File: src/rtl/neorv32_wb_arbiter_pkg.sv
// Shared types for the NEORV32 ibus/dbus to Wishbone-classic arbiter.
package neorv32_wb_arbiter_pkg;

    typedef enum logic {
        IDLE = 1'b0,
        BUS  = 1'b1
    } state_t;

    typedef enum logic {
        PORT_I = 1'b0,
        PORT_D = 1'b1
    } port_t;

    typedef struct packed {
        logic [31:0] addr;
        logic        rw;
        logic [3:0]  ben;
        logic [31:0] wdata;
    } req_t;

    localparam int DEFAULT_TIMEOUT = 255;

    // A port presents its captured request if one is waiting, otherwise the live inputs.
    function automatic req_t pick_req(input logic pending, input req_t cap, input req_t live);
        return pending ? cap : live;
    endfunction

endpackage

File: src/rtl/neorv32_wb_req_latch.sv
// Per-port request holder: pending flag plus the captured request fields.
module neorv32_wb_req_latch
    import neorv32_wb_arbiter_pkg::*;
(
    input  logic        i_clk,
    input  logic        i_rst,
    input  logic        i_stb,
    input  logic [31:0] i_addr,
    input  logic        i_rw,
    input  logic [3:0]  i_ben,
    input  logic [31:0] i_wdata,
    input  logic        i_active,
    input  logic        i_clr,
    output logic        o_pending,
    output req_t        o_req
);

    logic r_pending;
    req_t r_req;
    logic w_accept;

    // A strobe while this port is already waiting or on the bus is dropped.
    assign w_accept = i_stb & ~r_pending & ~i_active;

    always_ff @(posedge i_clk or posedge i_rst) begin
        if (i_rst) begin
            r_pending <= 1'b0;
            r_req     <= '0;
        end else if (i_clr) begin
            r_pending <= 1'b0;
        end else if (w_accept) begin
            r_pending <= 1'b1;
            r_req     <= {i_addr, i_rw, i_ben, i_wdata};
        end
    end

    assign o_pending = r_pending;
    assign o_req     = r_req;

    a_no_overlap : assert property (@(posedge i_clk) disable iff (i_rst)
        !(i_stb && (r_pending || i_active)));

endmodule

File: src/rtl/neorv32_wb_arbiter.sv
// Round-robin bridge of the NEORV32 ibus/dbus onto one Wishbone-classic master.
// state | meaning
// IDLE  | no Wishbone cycle; grant a pending or strobing port
// BUS   | cyc/stb high; wait for ack or timeout
module neorv32_wb_arbiter
    import neorv32_wb_arbiter_pkg::*;
#(
    parameter int TIMEOUT_CYCLES = DEFAULT_TIMEOUT
) (
    input  logic        i_clk,
    input  logic        i_rst,
    input  logic        i_ibus_stb,
    input  logic [31:0] i_ibus_addr,
    input  logic        i_ibus_rw,
    input  logic [3:0]  i_ibus_ben,
    input  logic [31:0] i_ibus_wdata,
    output logic [31:0] o_ibus_rdata,
    output logic        o_ibus_ack,
    output logic        o_ibus_err,
    input  logic        i_dbus_stb,
    input  logic [31:0] i_dbus_addr,
    input  logic        i_dbus_rw,
    input  logic [3:0]  i_dbus_ben,
    input  logic [31:0] i_dbus_wdata,
    output logic [31:0] o_dbus_rdata,
    output logic        o_dbus_ack,
    output logic        o_dbus_err,
    output logic        o_core_cyc,
    output logic        o_core_stb,
    output logic        o_core_we,
    output logic [3:0]  o_core_wstrb,
    output logic [31:0] o_core_addr,
    output logic [31:0] o_core_data_out,
    input  logic [31:0] i_core_data_in,
    input  logic        i_core_ack
);

    localparam int CNT_W = (TIMEOUT_CYCLES < 1) ? 1 : $clog2(TIMEOUT_CYCLES + 1);

    state_t r_state, w_state_nxt;
    port_t  r_grant, r_last_grant, w_win;
    logic   [CNT_W-1:0] r_cnt;

    logic   w_i_pend, w_d_pend, w_i_active, w_d_active, w_i_clr, w_d_clr;
    logic   w_i_req_v, w_d_req_v, w_grant_en, w_ack_hit, w_timeout;
    req_t   w_i_cap, w_d_cap, w_i_live, w_d_live, w_i_req, w_d_req, w_sel_req;

    logic        r_core_cyc, r_core_we;
    logic [3:0]  r_core_wstrb;
    logic [31:0] r_core_addr, r_core_data_out;
    logic        r_ibus_ack, r_ibus_err, r_dbus_ack, r_dbus_err;
    logic [31:0] r_ibus_rdata, r_dbus_rdata;

    assign w_i_active = (r_state == BUS) && (r_grant == PORT_I);
    assign w_d_active = (r_state == BUS) && (r_grant == PORT_D);
    assign w_i_clr    = w_grant_en && (w_win == PORT_I);
    assign w_d_clr    = w_grant_en && (w_win == PORT_D);

    neorv32_wb_req_latch u_ibus_latch (
        .i_clk    (i_clk),
        .i_rst    (i_rst),
        .i_stb    (i_ibus_stb),
        .i_addr   (i_ibus_addr),
        .i_rw     (i_ibus_rw),
        .i_ben    (i_ibus_ben),
        .i_wdata  (i_ibus_wdata),
        .i_active (w_i_active),
        .i_clr    (w_i_clr),
        .o_pending(w_i_pend),
        .o_req    (w_i_cap)
    );

    neorv32_wb_req_latch u_dbus_latch (
        .i_clk    (i_clk),
        .i_rst    (i_rst),
        .i_stb    (i_dbus_stb),
        .i_addr   (i_dbus_addr),
        .i_rw     (i_dbus_rw),
        .i_ben    (i_dbus_ben),
        .i_wdata  (i_dbus_wdata),
        .i_active (w_d_active),
        .i_clr    (w_d_clr),
        .o_pending(w_d_pend),
        .o_req    (w_d_cap)
    );

    // Same-cycle strobes bypass the latch so the grant costs no extra cycle.
    assign w_i_live  = {i_ibus_addr, i_ibus_rw, i_ibus_ben, i_ibus_wdata};
    assign w_d_live  = {i_dbus_addr, i_dbus_rw, i_dbus_ben, i_dbus_wdata};
    assign w_i_req   = pick_req(w_i_pend, w_i_cap, w_i_live);
    assign w_d_req   = pick_req(w_d_pend, w_d_cap, w_d_live);
    assign w_i_req_v = w_i_pend | i_ibus_stb;
    assign w_d_req_v = w_d_pend | i_dbus_stb;

    always_ff @(posedge i_clk or posedge i_rst) begin
        if (i_rst) r_state <= IDLE;
        else       r_state <= w_state_nxt;
    end

    always_comb begin
        w_state_nxt = r_state;
        w_win       = PORT_I;
        w_grant_en  = 1'b0;
        w_ack_hit   = 1'b0;
        w_timeout   = 1'b0;
        if (r_state == IDLE) begin
            if (w_i_req_v || w_d_req_v) begin
                w_grant_en  = 1'b1;
                w_state_nxt = BUS;
                if (w_i_req_v && w_d_req_v)
                    w_win = (r_last_grant == PORT_I) ? PORT_D : PORT_I;
                else
                    w_win = w_d_req_v ? PORT_D : PORT_I;
            end
        end else begin
            // Ack takes priority over a timeout landing in the same cycle.
            if (i_core_ack) begin
                w_ack_hit   = 1'b1;
                w_state_nxt = IDLE;
            end else if (r_cnt == CNT_W'(TIMEOUT_CYCLES)) begin
                w_timeout   = 1'b1;
                w_state_nxt = IDLE;
            end
        end
        w_sel_req = (w_win == PORT_D) ? w_d_req : w_i_req;
    end

    always_ff @(posedge i_clk or posedge i_rst) begin
        if (i_rst) begin
            r_grant         <= PORT_I;
            r_last_grant    <= PORT_I;
            r_cnt           <= '0;
            r_core_cyc      <= 1'b0;
            r_core_we       <= 1'b0;
            r_core_wstrb    <= 4'b0000;
            r_core_addr     <= '0;
            r_core_data_out <= '0;
            r_ibus_ack      <= 1'b0;
            r_ibus_err      <= 1'b0;
            r_ibus_rdata    <= '0;
            r_dbus_ack      <= 1'b0;
            r_dbus_err      <= 1'b0;
            r_dbus_rdata    <= '0;
        end else begin
            r_ibus_ack   <= 1'b0;
            r_ibus_err   <= 1'b0;
            r_ibus_rdata <= '0;
            r_dbus_ack   <= 1'b0;
            r_dbus_err   <= 1'b0;
            r_dbus_rdata <= '0;
            if (w_grant_en) begin
                r_grant         <= w_win;
                r_last_grant    <= w_win;
                r_cnt           <= '0;
                r_core_cyc      <= 1'b1;
                r_core_we       <= w_sel_req.rw;
                r_core_wstrb    <= w_sel_req.rw ? w_sel_req.ben : 4'b0000;
                r_core_addr     <= w_sel_req.addr;
                r_core_data_out <= w_sel_req.rw ? w_sel_req.wdata : 32'h0;
            end else if (w_ack_hit) begin
                r_core_cyc <= 1'b0;
                if (r_grant == PORT_D) begin
                    r_dbus_ack   <= 1'b1;
                    r_dbus_rdata <= r_core_we ? 32'h0 : i_core_data_in;
                end else begin
                    r_ibus_ack   <= 1'b1;
                    r_ibus_rdata <= r_core_we ? 32'h0 : i_core_data_in;
                end
            end else if (w_timeout) begin
                r_core_cyc <= 1'b0;
                if (r_grant == PORT_D) r_dbus_err <= 1'b1;
                else                   r_ibus_err <= 1'b1;
            end else if (r_state == BUS) begin
                r_cnt <= r_cnt + 1'b1;
            end
        end
    end

    assign o_core_cyc      = r_core_cyc;
    assign o_core_stb      = r_core_cyc;
    assign o_core_we       = r_core_we;
    assign o_core_wstrb    = r_core_wstrb;
    assign o_core_addr     = r_core_addr;
    assign o_core_data_out = r_core_data_out;
    assign o_ibus_ack      = r_ibus_ack;
    assign o_ibus_err      = r_ibus_err;
    assign o_ibus_rdata    = r_ibus_rdata;
    assign o_dbus_ack      = r_dbus_ack;
    assign o_dbus_err      = r_dbus_err;
    assign o_dbus_rdata    = r_dbus_rdata;

endmodule

File: config.mk
export PLATFORM = sky130hd
export DESIGN_NAME = neorv32_wb_arbiter
export DESIGN_NICKNAME = d
export VERILOG_FILES = /design/src/rtl/neorv32_wb_arbiter_pkg.sv /design/src/rtl/neorv32_wb_req_latch.sv /design/src/rtl/neorv32_wb_arbiter.sv
export SDC_FILE = /design/constraint.sdc
export NUM_CORES = 1
export LEC_CHECK = 0
export BUFFER_PORTS_ARGS = -buffer_cell sky130_fd_sc_hd__buf_2
export CAP_MARGIN = 15
export CORE_MARGIN = 2
export CORE_UTILIZATION = 58
export DETAILED_ROUTE_END_ITERATION = 16
export GPL_TIMING_DRIVEN = 0
export PLACE_DENSITY_LB_ADDON = 0.05
export SLEW_MARGIN = 20
export SYNTH_ARGS = -nofsm -noshare
export SYNTH_HDL_FRONTEND = slang
export SYNTH_SLANG_ARGS = --single-unit
File: constraint.sdc
create_clock -name i_clk -period 21 [get_ports i_clk]
set_input_delay 4.2 -clock i_clk [delete_from_list [all_inputs] [get_ports i_clk]]
set_output_delay 4.2 -clock i_clk [all_outputs]
set_load 0.02 [all_outputs]
# Word level (Yosys, flattened, before mapping)
# Cells that the tools add are included.
dict set report totals {
  ff_bits 288
  latch_bits 0
  ram_bits 0
  romBits 0
  input_bits 175
  output_inout_bits 139
  memories 0
}
dict set report classes {
  n_addsub 1
  multipliers 0
  div 0
  n_lt_le_gt_ge 0
  n_eq_ne 3
  shifts 0
  muxes 49
  bitwise 14
  n_reduce_logical 13
}
# operator n
set op_table {}
lappend op_table {{$mux 32} 8}
lappend op_table {{$mux 69} 3}
lappend op_table {{$mux 1} 33}
lappend op_table {{$mux 8} 4}
lappend op_table {{$add 8x1->8 const B} 1}
lappend op_table {{$eq 8x8->1 const B} 1}
lappend op_table {{$not 1->1} 8}
lappend op_table {{$reduce_bool 2->1} 3}
lappend op_table {{$logic_and 1x1->1} 5}
lappend op_table {{$and 1x1->1} 4}
lappend op_table {{$mux 4} 1}
lappend op_table {{$ne 2x2->1 const B} 2}
lappend op_table {{$reduce_and 2->1} 2}
lappend op_table {{$reduce_and 3->1} 1}
lappend op_table {{$reduce_bool 3->1} 1}
lappend op_table {{$or 1x1->1} 2}
lappend op_table {{$logic_or 1x1->1} 1}

# Longest topological paths before layout
dict set report logic_depth {
  ltp_word 9
  depth_mapped 8
  depth_no_buf 5
}

# By module
# From an unflattened synthesis, not the netlist that was laid out.
dict set report unflattened {
  cells_unflattened 1052
  hier_area_um2 12644.6
}
# mod n_inst cells_each area_per_inst_um2 seq_area_each_um2
set by_module_without_submodules {}
lappend by_module_without_submodules {neorv32_wb_arbiter 1 750 7422.1 3703.6}
lappend by_module_without_submodules {neorv32_wb_req_latch 2 151 2611.3 1751.7}

# Worst setup path before layout
# No wires, ideal clock.
dict set report synth_timing {
  path_kind {input-to-reg}
  start {input i_dbus_stb}
  end {register u_ibus_latch.r_req, in the netlist u_ibus_latch.o_req[31]}
  setup_ps 127
  t_arrival_ps 5377
  slack_ps 15495
  cell_stages 6
  path_cell_list {nor2_1 > or3_4 > a21oi_4 > buf_6 > buf_6 > mux2_1}
}
dict set report synth_between {
  elab_chain_len 9
}
# item line
set synth_lines {}
lappend synth_lines {{start: declaration} neorv32_wb_arbiter.sv:20} ;# input logic i_dbus_stb,
lappend synth_lines {{$or 1x1->1 (*)} neorv32_wb_arbiter.sv:93} ;# assign w_d_req_v = w_d_pend | i_dbus_stb;
lappend synth_lines {{$mux 1 or $logic_and 1x1->1 (tied branches)} {neorv32_wb_arbiter.sv:113, neorv32_wb_arbiter.sv:110}}
lappend synth_lines {{$mux 1} neorv32_wb_arbiter.sv:110} ;# if (w_i_req_v && w_d_req_v)
lappend synth_lines {{$mux 1} neorv32_wb_arbiter.sv:107} ;# if (w_i_req_v || w_d_req_v) begin
lappend synth_lines {{$mux 1} neorv32_wb_arbiter.sv:106} ;# if (r_state == IDLE) begin
lappend synth_lines {{$not 1->1} neorv32_wb_arbiter.sv:56} ;# assign w_i_clr = w_grant_en && (w_win == PORT_I);
lappend synth_lines {{$logic_and 1x1->1 (*)} neorv32_wb_arbiter.sv:56}
lappend synth_lines {{$not 1->1 (no source line) (*)} n/a}
lappend synth_lines {{$reduce_and 2->1 (no source line) (*)} n/a}
lappend synth_lines {{end signal: assignment} neorv32_wb_req_latch.sv:33} ;# r_req <= {i_addr, i_rw, i_ben, i_wdata};
lappend synth_lines {{end: declaration} neorv32_wb_req_latch.sv:19} ;# req_t r_req;
# Every way passes the cells marked *; elsewhere a longest branch is shown, timed or not.
# A chain may end at the register's enable or synchronous reset.

# Worst setup path in the final report
dict set report layout_timing {
  start {input i_ibus_stb}
  end {register u_dbus_latch.r_req, in the netlist u_dbus_latch.o_req[61]}
}
dict set report layout_between {
  elab_chain_len 8
}
# item line
set layout_lines {}
lappend layout_lines {{start: declaration} neorv32_wb_arbiter.sv:12} ;# input logic i_ibus_stb,
lappend layout_lines {{$or 1x1->1 (*)} neorv32_wb_arbiter.sv:92} ;# assign w_i_req_v = w_i_pend | i_ibus_stb;
lappend layout_lines {{$logic_and 1x1->1} neorv32_wb_arbiter.sv:110}
lappend layout_lines {{$mux 1} neorv32_wb_arbiter.sv:110}
lappend layout_lines {{$mux 1} neorv32_wb_arbiter.sv:107}
lappend layout_lines {{$mux 1} neorv32_wb_arbiter.sv:106}
lappend layout_lines {{$logic_and 1x1->1 (*)} neorv32_wb_arbiter.sv:57} ;# assign w_d_clr = w_grant_en && (w_win == PORT_D);
lappend layout_lines {{$not 1->1 (no source line) (*)} n/a}
lappend layout_lines {{$reduce_and 2->1 (no source line) (*)} n/a}
lappend layout_lines {{end signal: assignment} neorv32_wb_req_latch.sv:33}
lappend layout_lines {{end: declaration} neorv32_wb_req_latch.sv:19}
# Marked as above.

==> run metrics <==
status completed; cells after synthesis 1,098; max incr delay on CP 0.36 ns; H-tree lvl count 1; Hold WC Path Type register to register; Max clock buf depth 3; final setup TNS 0 ns; initial core utilization 58.9%; starting DRC count in detailed routing 455; Worst slew margin 55.9%; Top cell by count, worst path buf_2; maximum fanout along the worst path 10; Die H 153 um; Critical Path Slowest Stage Cell buf_2; P&R area growth vs syn 24.2%; Clock Sinks 288; share of layout cells above drive strength 1 39.1%; Synth Cell Area 0.0129 mm2; initial antenna violation count 14; synth top area cells dfrtp_1 56%, mux2_2 14%, a211oi_1 3.7%; CP startpoint kind input pin; DR pass1 iterations 5; grt total ovfl 0; max_cap viols 0; antenna viol nets, final 0; Finished Core Util 73.2%; clock skew 0.0165 ns; DP Wirelength 25.1 mm; Residual DRC 0; via/cell ratio 5.73; RSZ-0062 raised after global routing no; max frequency 0.182 GHz; CP delay by family, top buffers and inverters; PwrDens 157 mW/mm2; Syn Nets 1,274; CTS Buf Count 30; Resize count post-CTS 0; Post-CTS Setup Inserts 0; total routed wirelength 35.5 mm; I/O Pins 314; switching power 950 uW; internal power 1560 uW; worst path bufs/invs 3; CTS Hold Bufs 0; Crit. End Element register; ys flop type dfrtp_1; crit path kind input pin to register; Worst IR Drop VDD 0.0851 mV; core area 0.0218 mm2; asr flop ratio synth 100%; combinational share of power 42.0%; Seq/Total Area, Yosys 56.0%; CTS Root Buffer Type clkbuf_16; final-report hold violation count 0; routed vias 10,100; largest net degree at the start of global routing 79; first-pass GRT wire length 56.0 mm; fin crit share 26.2%; biggest area consumer among synthesized cells dfrtp_1; crit path time final 5.51 ns; Worst-Skew Late Latency 0.56 ns; #FFs+latches synth 288; critical path arrival 5.94 ns; CP Cell Sequence buf_2 > o21ai_0 > o21ai_1 > nand3b_1 > buf_2 > buf_4 > mux2_2; num rows 54; Worst EP required 21.43 ns; # nets final 1,622; CTS tree built; die area 0.0234 mm2; syn avg cell area 11.7 um2; # setup viols final 0; Seq pwr share 35.0%; number of global-route vias before repair 10,100; Yosys top cell area share 56.0%; Post-synth EDFFs 0; switching share of power 37.9%; Final Max Tran Viols 0; DIE WIDTH 153 um; Worst Max-Slew Pin Slew 0.661 ns; CTS clk-pin slew, worst paths 0.06 ns; GRT Overall Usage 30.0%; Port Buffers 313; Synth warnings 0; Leakage 0.00755 uW; clock power share 22.9%; Yosys cell types 38; WL per Instance 20.1 um; Placer Congestion 0.822
-- power by group through the flow --
| stage | Combinational [uW] | Clock, uW | Sequential (uW) |
|---|---|---|---|
| final | 1050 | 575 | 878 |
| after global routing | 1140 | 604 | 901 |
| after CTS | 1050 | 581 | 875 |
| after detailed placement | 1050 | 0 | 884 |
| after global placement | 1020 | 0 | 874 |
| after floorplan | 661 | 0 | 950 |
-- synthesized netlist by cell type, types with 2 or more instances --
| library cell | n |
|---|---|
| mux2_2 | 158 |
| nor2_1 | 74 |
| o21ai_1 | 2 |
| buf_2 | 29 |
| nand2b_1 | 36 |
| dfrtp_1 | 288 |
| nand3b_1 | 3 |
| or4_1 | 2 |
| or2_2 | 2 |
| nor2b_1 | 66 |
| a211oi_1 | 64 |
| a21oi_1 | 4 |
| clkbuf_1 | 47 |
| buf_4 | 10 |
| o31ai_1 | 35 |
| nor3_1 | 3 |
| nand3_1 | 5 |
| a31oi_1 | 36 |
| buf_1 | 3 |
| inv_1 | 6 |
| mux2i_1 | 36 |
| nor4_1 | 37 |
| nand2_1 | 76 |
| o21ai_0 | 41 |
| mux2_1 | 17 |
| buf_6 | 2 |
| xnor2_1 | 2 |
| o211ai_1 | 4 |
-- worst paths after layout --
kind / start / end / slack [ns] / depth (start not counted)
worst max-delay path: i_ibus_stb / u_dbus_latch.o_req[61] / 15.49 / 7
worst min-delay path: o_core_wstrb[1] / o_core_wstrb[1] / 0.47 / 2
worst max register to register: u_ibus_latch.o_pending / u_dbus_latch.o_req[61] / 18.78 / 6
worst min register to register: o_core_wstrb[1] / o_core_wstrb[1] / 0.47 / 2
max in group asynchronous: i_rst / u_ibus_latch.o_req[17] / 16.16 / 4
min in group asynchronous: i_rst / u_dbus_latch.o_req[59] / 3.71 / 2
-- final cells by class --
| cell class | instances | area (um2) |
|---|---|---|
| timing repair buffer | 316 | 1650 |
| multi-input combinational | 713 | 5200 |
| buffer | 91 | 430 |
| clock inverter | 17 | 219 |
| tap | 280 | 350 |
| inverter | 6 | 30.0 |
| clock buffer | 39 | 866 |
| antenna | 11 | 27.5 |
| fill | 1608 | 5840 |
| sequential | 288 | 7210 |
-- layer usage --
layer	wire, um	part of all wire (%)	track usage [%]
met5	52	0.15	0
met3	2610	7.3	6.27
met4	848	2.4	8.25
met1	14600	41	40.4
met2	17400	49	50.0
-- tightest hold or removal path, delay by kind of cell (launching register included) --
family	cells	cell delay (ns)
flops	1	0.34
simple gates	1	0.04
compound gates	1	0.06
-- per-stage QoR --
| step | hold WS, ns | total power [uW] | cells | worst slack, ns | cell area, um2 |
|---|---|---|---|---|---|
| after floorplan | 0.452 | 1610 | 1098 | 8.85 | 12900 |
| after global placement | 0.458 | 1900 | 1691 | 5.68 | 14800 |
| after detailed placement | 0.465 | 1930 | 1694 | 14.94 | 14900 |
| after CTS | 0.478 | 2510 | 1750 | 15.46 | 16000 |
| after global routing | 0.499 | 2650 | 1757 | 15.41 | 16000 |
| final | 0.473 | 2510 | 1761 | 15.49 | 16000 |
-- logic make-up (layout without fill, tap and decap cells) --
logic type	count (synthesis)	in the layout	share of synthesized area (%)
AND/OR/NAND/NOR	308	308	12.1
flip-flops	288	288	56.0
multiplexers	212	212	18.2
AO/OA/AOI/OAI	190	190	9.90
buffers and inverters	97	469	3.52
XOR/XNOR	2	2	0.136
adder cells (fa/ha/maj)	1	1	0.0973
other	0	11	0
-- registers in the layout, summed over array words and instances (netlist names), 4 cells and up --
register	flops
u_dbus_latch.o_req	69
u_ibus_latch.o_req	69
o_core_addr	32
o_core_data_out	32
o_dbus_rdata	32
o_ibus_rdata	32
r_cnt	8
o_core_wstrb	4
-- placed cells by master, fill, tap and decap left out, drive strengths merged, types with 2 or more instances in the layout --
cell type | Yosys | routed
buf | 44 | 360
dfrtp | 288 | 288
mux2 | 175 | 175
clkbuf | 47 | 86
nand2 | 76 | 76
nor2 | 74 | 74
nor2b | 66 | 66
a211oi | 64 | 64
o21ai | 43 | 43
nor4 | 37 | 37
mux2i | 37 | 37
nand2b | 36 | 36
a31oi | 36 | 36
o31ai | 35 | 35
diode | 0 | 11
clkinv | 0 | 10
inv | 6 | 6
nand3 | 5 | 5
bufinv | 0 | 5
a21oi | 5 | 5
o211ai | 4 | 4
nand3b | 3 | 3
nor3 | 3 | 3
or2 | 2 | 2
xnor2 | 2 | 2
or4 | 2 | 2
clkinvlp | 0 | 2
(Power assumes the default switching activity.)
